**src/rtl/systolic_seq_ctrl.sv**
```systemverilog
// ---------------------------------------------------------------------------
// systolic_seq_ctrl
//
// Job sequencer for a DIMENSION x DIMENSION systolic matrix-multiply array.
// For each job it optionally clears the array edge, then generates the
// diagonally skewed operand feed (indices and enables), waits for the
// far-corner PE finish flag, and then steps the result-row select for
// readout. Readout stalls while the downstream FIFO is full.
//
// Compile-time option:
//   SYSTOLIC_CTRL_CLEAR_EN  defined   : CLEAR state present, o_clear is pulsed
//                           undefined : IDLE goes straight to FEED, o_clear = 0
//
// Parameters
//   DIMENSION    array side and operand vector length K
//   IDX_BITS     width of one feed index and of the row select
//   FIN_TIMEOUT  WAIT_FIN cycles allowed before flagging an error
//
// Ports
//   i_clock          rising-edge clock
//   i_reset          synchronous active-high reset
//   i_start          job request, only honoured in IDLE
//   rf_matrix_size   output-scaling select, latched at start
//   i_array_finish   o_finish of PE[D-1][D-1]
//   i_hold           downstream FIFO full, stalls READOUT only
//   o_valid          i_valid to every PE
//   o_clear          edge i_a_reset / i_b_reset
//   o_feed_en        per row/column: operand buffer presents real data
//   o_feed_idx       per row/column element index k (IDX_BITS each)
//   o_size           latched rf_matrix_size
//   o_rd_row         result row selected onto the readout bus
//   o_rd_valid       selected row's result is valid this cycle
//   o_busy           high in every state except IDLE
//   o_done           one-cycle job-complete pulse
//   o_error          one-cycle finish-timeout pulse
// ---------------------------------------------------------------------------
module systolic_seq_ctrl #(
  parameter int DIMENSION   = 4,
  parameter int IDX_BITS    = $clog2(DIMENSION),
  parameter int FIN_TIMEOUT = 4
) (
  input  logic                          i_clock,
  input  logic                          i_reset,
  input  logic                          i_start,
  input  logic [2:0]                    rf_matrix_size,
  input  logic                          i_array_finish,
  input  logic                          i_hold,
  output logic                          o_valid,
  output logic                          o_clear,
  output logic [DIMENSION-1:0]          o_feed_en,
  output logic [DIMENSION*IDX_BITS-1:0] o_feed_idx,
  output logic [2:0]                    o_size,
  output logic [IDX_BITS-1:0]           o_rd_row,
  output logic                          o_rd_valid,
  output logic                          o_busy,
  output logic                          o_done,
  output logic                          o_error
);

  // state      | meaning
  // -----------+-------------------------------------------------------------
  // S_IDLE     | waiting for i_start; o_error may pulse here after a timeout
  // S_CLEAR    | 2D-1 cycles: o_clear on the first, lets the reset chain
  //            | propagate to PE[D-1][D-1]
  // S_FEED     | 3D-2 cycles of skewed operand feed, t = 0..3D-3
  // S_WAIT_FIN | waiting for the far-corner finish flag, bounded by timeout
  // S_READOUT  | row select 0..D-1, advancing only when i_hold is low
  // S_DONE     | one-cycle o_done, then IDLE

  // The single counter t must span the longest state (FEED or WAIT_FIN).
  localparam int T_MAX = (3 * DIMENSION > FIN_TIMEOUT) ? 3 * DIMENSION : FIN_TIMEOUT;
  localparam int T_W   = $clog2(T_MAX + 1);

  localparam logic [T_W-1:0] T_ONE      = T_W'(1);
  localparam logic [T_W-1:0] CLEAR_LAST = T_W'(2 * DIMENSION - 2);
  localparam logic [T_W-1:0] FEED_LAST  = T_W'(3 * DIMENSION - 3);
  localparam logic [T_W-1:0] FIN_LAST   = T_W'(FIN_TIMEOUT - 1);
  localparam logic [T_W-1:0] ROW_LAST   = T_W'(DIMENSION - 1);

  typedef enum logic [2:0] {
    S_IDLE     = 3'd0,
    S_CLEAR    = 3'd1,
    S_FEED     = 3'd2,
    S_WAIT_FIN = 3'd3,
    S_READOUT  = 3'd4,
    S_DONE     = 3'd5
  } state_e;

  state_e                        state_q,     state_d;
  logic [T_W-1:0]                t_q,         t_d;
  logic [2:0]                    size_q,      size_d;
  logic                          error_q,     error_d;
  logic                          busy_q,      busy_d;
  logic                          valid_q,     valid_d;
  logic                          clear_q,     clear_d;
  logic [DIMENSION-1:0]          feed_en_q,   feed_en_d;
  logic [DIMENSION*IDX_BITS-1:0] feed_idx_q,  feed_idx_d;
  logic [IDX_BITS-1:0]           rd_row_q,    rd_row_d;
  logic                          rd_active_q, rd_active_d;
  logic                          done_q,      done_d;

  // -------------------------------------------------------------------------
  // Next-state and counter logic
  // -------------------------------------------------------------------------
  always_comb begin
    state_d = state_q;
    t_d     = t_q;
    size_d  = size_q;
    error_d = 1'b0;

    unique case (state_q)
      S_IDLE: begin
        if (i_start) begin
          size_d = rf_matrix_size;
          t_d    = '0;
`ifdef SYSTOLIC_CTRL_CLEAR_EN
          state_d = S_CLEAR;
`else
          state_d = S_FEED;
`endif
        end
      end

      S_CLEAR: begin
        if (t_q == CLEAR_LAST) begin
          state_d = S_FEED;
          t_d     = '0;
        end else begin
          t_d = t_q + T_ONE;
        end
      end

      S_FEED: begin
        if (t_q == FEED_LAST) begin
          state_d = S_WAIT_FIN;
          t_d     = '0;
        end else begin
          t_d = t_q + T_ONE;
        end
      end

      S_WAIT_FIN: begin
        // Finish takes priority, so a flag arriving in the last allowed
        // cycle still completes the job.
        if (i_array_finish) begin
          state_d = S_READOUT;
          t_d     = '0;
        end else if (t_q == FIN_LAST) begin
          state_d = S_IDLE;
          t_d     = '0;
          error_d = 1'b1;
        end else begin
          t_d = t_q + T_ONE;
        end
      end

      S_READOUT: begin
        if (!i_hold) begin
          if (t_q == ROW_LAST) begin
            state_d = S_DONE;
            t_d     = '0;
          end else begin
            t_d = t_q + T_ONE;
          end
        end
      end

      S_DONE: begin
        state_d = S_IDLE;
        t_d     = '0;
      end

      default: begin
        state_d = S_IDLE;
        t_d     = '0;
      end
    endcase
  end

  // -------------------------------------------------------------------------
  // Output decode from the next state so every output is a flop
  // -------------------------------------------------------------------------
  always_comb begin
    busy_d      = (state_d != S_IDLE);
    valid_d     = (state_d == S_CLEAR) || (state_d == S_FEED);
    rd_active_d = (state_d == S_READOUT);
    done_d      = (state_d == S_DONE);
    rd_row_d    = rd_active_d ? t_d[IDX_BITS-1:0] : '0;

`ifdef SYSTOLIC_CTRL_CLEAR_EN
    clear_d = (state_d == S_CLEAR) && (t_d == '0);
`else
    clear_d = 1'b0;
`endif

    // Row/column i carries element k = t-i during its D-cycle window,
    // which produces the diagonal skew across the array edge.
    feed_en_d  = '0;
    feed_idx_d = '0;
    if (state_d == S_FEED) begin
      for (int i = 0; i < DIMENSION; i++) begin
        if ((t_d >= T_W'(i)) && (t_d <= T_W'(i + DIMENSION - 1))) begin
          feed_en_d[i]                        = 1'b1;
          feed_idx_d[i*IDX_BITS +: IDX_BITS] = IDX_BITS'(t_d - T_W'(i));
        end
      end
    end
  end

  // -------------------------------------------------------------------------
  // State and output registers
  // -------------------------------------------------------------------------
  always_ff @(posedge i_clock) begin
    if (i_reset) begin
      state_q     <= S_IDLE;
      t_q         <= '0;
      size_q      <= '0;
      error_q     <= 1'b0;
      busy_q      <= 1'b0;
      valid_q     <= 1'b0;
      clear_q     <= 1'b0;
      feed_en_q   <= '0;
      feed_idx_q  <= '0;
      rd_row_q    <= '0;
      rd_active_q <= 1'b0;
      done_q      <= 1'b0;
    end else begin
      state_q     <= state_d;
      t_q         <= t_d;
      size_q      <= size_d;
      error_q     <= error_d;
      busy_q      <= busy_d;
      valid_q     <= valid_d;
      clear_q     <= clear_d;
      feed_en_q   <= feed_en_d;
      feed_idx_q  <= feed_idx_d;
      rd_row_q    <= rd_row_d;
      rd_active_q <= rd_active_d;
      done_q      <= done_d;
    end
  end

  assign o_valid    = valid_q;
  assign o_clear    = clear_q;
  assign o_feed_en  = feed_en_q;
  assign o_feed_idx = feed_idx_q;
  assign o_size     = size_q;
  assign o_rd_row   = rd_row_q;
  assign o_busy     = busy_q;
  assign o_done     = done_q;
  assign o_error    = error_q;

  // The FIFO-full flag must suppress the push in the same cycle it is
  // raised, so rd_valid is the registered readout phase gated by i_hold.
  assign o_rd_valid = rd_active_q & ~i_hold;

endmodule
```
**config.mk**
```make
export PLATFORM = sky130hd
export DESIGN_NAME = systolic_seq_ctrl
export DESIGN_NICKNAME = d
export VERILOG_FILES = /design/src/rtl/systolic_seq_ctrl.sv
export SDC_FILE = /design/constraint.sdc
export NUM_CORES = 1
export LEC_CHECK = 0
export CORE_MARGIN = 2
export CORE_UTILIZATION = 56
export CTS_BUF_LIST = sky130_fd_sc_hd__clkbuf_8
export DETAILED_ROUTE_END_ITERATION = 16
export GPL_TIMING_DRIVEN = 0
export PLACE_DENSITY_LB_ADDON = 0.1
export SLEW_MARGIN = 5
export SYNTH_ARGS = -nofsm -noshare
export SYNTH_HDL_FRONTEND = slang
export SYNTH_SLANG_ARGS = --single-unit
```
**constraint.sdc**
```tcl
create_clock -name i_clock -period 6.92 [get_ports i_clock]
set_clock_uncertainty 0.05 [all_clocks]
set_input_delay 1.384 -clock i_clock [delete_from_list [all_inputs] [get_ports i_clock]]
set_output_delay 1.384 -clock i_clock [all_outputs]
set_load 0.1 [all_outputs]
```
Yosys cells after proc, flatten, opt, wreduce, memory -nomap -nowiden
Index checks and enable logic that the tools add are counted.
{"block": "totals", "regBits": 29, "latch_bits": 0, "mem_bits_rw": 0, "rom_bits": 0, "input_bits": 8, "out_inout_bits": 23, "wordCells": 81, "mem_count": 0}
{"block": "classes", "add_sub_neg": 4, "multipliers": 0, "div": 0, "order_cmp": 8, "eq_ne": 11, "shift": 0, "muxes": 20, "bitwise_logic": 9, "reduce_logical": 15}
{"operator": "$mux W4", "n": 6}
{"operator": "$mux W3", "n": 7}
{"operator": "$pmux W4 S5", "n": 1}
{"operator": "$pmux W3 S5", "n": 1}
{"operator": "$reduce_or A3 Y1", "n": 5}
{"operator": "$le A4 B3 Y1 const B", "n": 3}
{"operator": "$eq A3 B2 Y1 const B", "n": 3}
{"operator": "$eq A3 B3 Y1 const B", "n": 3}
{"operator": "$ge A4 B1 Y1 const B", "n": 2}
{"operator": "$ge A4 B2 Y1 const B", "n": 2}
{"operator": "$not A1 Y1", "n": 8}
{"operator": "$eq A3 B1 Y1 const B", "n": 2}
{"operator": "$mux W1", "n": 5}
{"operator": "$add A4 B1 Y4 const B", "n": 1}
{"operator": "$eq A4 B2 Y1 const B", "n": 1}
{"operator": "$eq A4 B3 Y1 const B", "n": 1}
{"operator": "$eq A4 B4 Y1 const B", "n": 1}
{"operator": "$le A4 B2 Y1 const B", "n": 1}
{"operator": "$logic_and A1 B1 Y1", "n": 4}
{"operator": "$reduce_or A2 Y1", "n": 2}
{"operator": "$sub A2 B2 Y2 const B", "n": 2}
{"operator": "$logic_not A3 Y1", "n": 1}
{"operator": "$reduce_bool A3 Y1", "n": 1}
{"operator": "$reduce_and A2 Y1", "n": 1}
{"operator": "3 further kinds", "n": 3}

Longest topological paths before layout
{"block": "logic_depth", "depth_word": 8, "ltp_mapped": 9, "depth_no_buf": 9}

Worst setup path before layout
OpenSTA, ideal clock, no wires.
{"block": "synth_timing", "kind": "input port to output port", "start": "input i_hold", "end": "output o_rd_valid", "t_arrival_ps": 2719, "slack_ps": 2767, "path_stages": 1, "path_buffers": 0, "path_cell_list": "nor2b_1"}
{"block": "synth_via", "elab_chain_cells": 2}
{"element": "from (decl)", "line": "47", "source": "input logic i_hold,"}
{"element": "$not A1 Y1", "line": "255", "source": "assign o_rd_valid = rd_active_q & ~i_hold;"}
{"element": "$and A1 B1 Y1", "line": "255"}
{"element": "to (decl)", "line": "54", "source": "output logic o_rd_valid,"}
No other way between the ends.

Worst setup path after layout
Ends and elaborated chain as after synthesis.

==> flow_summary.toml <==
[run_status]
outcome = "finished, final reports clean"

[critical_path]
r2r-end = "o_feed_idx[4]$_SDFF_PP0_"
cpLargestDelayFamily = "buffers and inverters"
crit_cells = 3
critPathMaxStageDelay_ns = 1.14
critPathCaptureType = "output port"
worst-path-max-fanout = 3
path_buf_inv = 2
worst_setup_path_start_kind = "input port"
rrSetupSlack_ns = 3.61
critical_path_class = "input port to output port"
cp-endpoint = "o_rd_valid"
worstPathCellList = "clkdlybuf4s50_1 -> nor2b_1 -> clkdlybuf4s50_1"
crit_top_cell = "clkdlybuf4s50_1"
cp_data_arrival_time_ns = 3.11
cp-startpoint = "i_hold"
cpMaxStageDelayCell = "clkdlybuf4s50_1"
r2r_start = "t_q[0]$_SDFF_PP0_"
r2r_cells = 8
required_ns = 5.49

[synth]
yosysTopAreaCellShare_pct = 40.5
synth.net_count = 154
synth_edf_count = 0
netlist_top_cells_area = "dfxtp_1 (40%), ha_1 (6.1%), nor2_1 (4.4%)"
ys_ff_latch = 29
yosysSeqAreaShare_pct = 40.5
synthFlopType = "dfxtp_1"
synth.avg_cell_area_um2 = 10.3
yosys.area.top_type = "dfxtp_1"
synth_area_um2 = 1440
netlist_instances = 139
synth_cell_types = 48
async_flop_share_pct = 0
ys_warn_count = 0

[grt]
grt_first_pass_wirelength_mm = 5.03
overflow = 0
grt_max_degree = 11
grt_pass1_vias = 1096
grtUsageTotal_pct = 24.0
antenna_found_initial = 0

[layout]
antenna_cells = 0
layout_common_cells = "clkdlybuf4s50_1 (29), dfxtp_1 (29), nor2_1 (17)"
drive_above_1_share_pct = 19.9
final_nets = 190
area_growth_syn_to_layout_pct = 29.9
filler_cell_count = 188

[pwr]
combPwrFrac_pct = 22.9
intPower_w = 0.000292
cellPowerDensity_nw_per_um2 = 229
leakagePower_nw = 0.740
seqPwrFrac_pct = 41.4
peakVddDrop_mv = 0.207
p_sw_share_pct = 31.7
p_switching_w = 0.000136
clkPwrFrac_pct = 35.7

[placed_design]
post-dp-hpwl_mm = 2.21
gp_congestion = 0.796
port_buffers = 29
pre_cts_ws_ns = 2.37

[job]
cap_violations = 0

[detailed_routing]
vias = 1160
antenna_left = 0
wire_per_inst_um = 14.9
viasPerCell = 5.63
firstDrtPassIters = 4
drt_iter0_markers = 33
wirelength_mm = 3.08
remaining_drc_errors = 0

[floorplan]
die_w_um = 54.6
start_util_pct = 58.5
die_area_um2 = 2980
die_height_um = 54.6
io_pins = 31
core-area_um2 = 2450
rows = 18

[sta]
maxSlewViolCount = 0
post-route-period-util_pct = 65.6
hold_violations = 0
max_freq_ghz = 0.220
setup_viol = 0
worst_slew_pin_slew_ns = 0.989
setup_ws_ns = 2.38
maxSlewHeadroom_pct = 33.8
rsz0062_at_grt = "false"
finalSetupTns_ns = 0
finalCriticalPeriod_ns = 4.54

[clocking]
cts_post_setup_buffers_inserted = 0
htree_num_levels = 2
cts-resized-gates = 0
clk_latency_ns = 0.28
cts_buffers = 5
cts.hold.buffers_added = 0
ctsRootBufferMaster = "clkbuf_8"
cts_num_sinks = 29
path_clk_slew_ns = 0.06
clock_path_buffers = 2
tritoncts = "yes"

[min_path]
hp-class = "flop to flop"
## flip-flops by register name (all words and copies together) (netlist names)
name,cells
o_done,1
t_q,4
state_q,3
o_feed_en,4
o_rd_row,2
rd_active_q,1
o_valid,1
o_error,1
o_feed_idx,8
o_busy,1
o_size,3
## worst min-delay path, stage by stage, from the launching register on
cell     delay (ns)
dfxtp_1        0.33
mux2i_1        0.07
nor2_1         0.08
## how the worst min path moves through the flow
stage                           startpoint                      to  cells after the start
global route        o_size[2]$_SDFFE_PP0P_  o_size[2]$_SDFFE_PP0P_                      2
finish              o_size[2]$_SDFFE_PP0P_  o_size[2]$_SDFFE_PP0P_                      2
detailed placement  o_size[1]$_SDFFE_PP0P_  o_size[1]$_SDFFE_PP0P_                      2
CTS                 o_size[1]$_SDFFE_PP0P_  o_size[1]$_SDFFE_PP0P_                      2
floorplan            state_q[0]$_SDFF_PP0_   state_q[2]$_SDFF_PP0_                      2
global placement    o_size[2]$_SDFFE_PP0P_  o_size[2]$_SDFFE_PP0P_                      2
## through the flow
step           utilization [%]  std cells  total power [W]  hold WS (ns)  area [µm²]
2_1_floorplan                -        139         0.000256         0.544        1440
3_3_place_gp              71.8        198         0.000276         0.426        1760
3_5_place_dp              71.8        198         0.000278         0.439        1760
4_1_cts                   75.9        206         0.000429         0.464        1860
5_1_grt                   75.9        206         0.000442         0.480        1860
6_report                  75.9        206         0.000428         0.458        1860
## power by group through the flow
stage | sequential [W] | combinational [W] | clock (W)
after floorplan | 0.000220 | 0.0000360 | 0
after global placement | 0.000181 | 0.0000958 | 0
after detailed placement | 0.000181 | 0.0000970 | 0
after CTS | 0.000177 | 0.0000979 | 0.000154
after global routing | 0.000178 | 0.000104 | 0.000161
final | 0.000177 | 0.0000978 | 0.000153
## Yosys cell counts (2+ instances only)
master / n
a2111oi_2: 3
a211oi_1: 5
a211oi_2: 2
a21oi_1: 5
buf_2: 2
buf_4: 2
buf_6: 2
dfxtp_1: 29
ha_1: 7
inv_1: 7
mux2i_1: 3
nand2_1: 6
nor2_1: 17
nor2b_1: 4
nor3_1: 5
nor3b_1: 2
nor4_1: 2
nor4_2: 2
or2_2: 2
or3_1: 2
or3b_2: 3
## layer usage
metal / track usage, % / vias to the layer above / wire [µm]
met3: 6.83 / 7 / 142
met1: 31.2 / 552 / 1420
met2: 37.1 / 27 / 1460
li1: - / 574 / -
met4: 10.0 / 0 / 51
met5: 0 / - / 0
## area by class of cell
cell class	instances	area [µm²]	area share, %
Buffer	7	51.3	2.75
Inverter	7	26.3	1.41
Clock buffer	7	96.3	5.17
Multi-Input combinational cell	96	777	41.7
Clock inverter	1	5.00	0.268
Timing Repair Buffer	29	290	15.6
Tap cell	30	37.5	2.01
Sequential cell	29	581	31.1
## logic make-up (layout without fill, tap and decap cells)
family | count (synthesis) | after routing | share of synthesized area [%]
and+or+nand+nor | 56 | 56 | 24.3
adders and majority gates | 7 | 7 | 6.10
xor gates and xnor gates | 1 | 1 | 0.610
muxes | 3 | 3 | 2.09
DFF | 29 | 29 | 40.5
AOI/OAI and AO/OA | 28 | 28 | 20.8
buffers and inverters | 14 | 51 | 5.41
other | 1 | 1 | 0.261
Power figures use the tool's default switching activity.
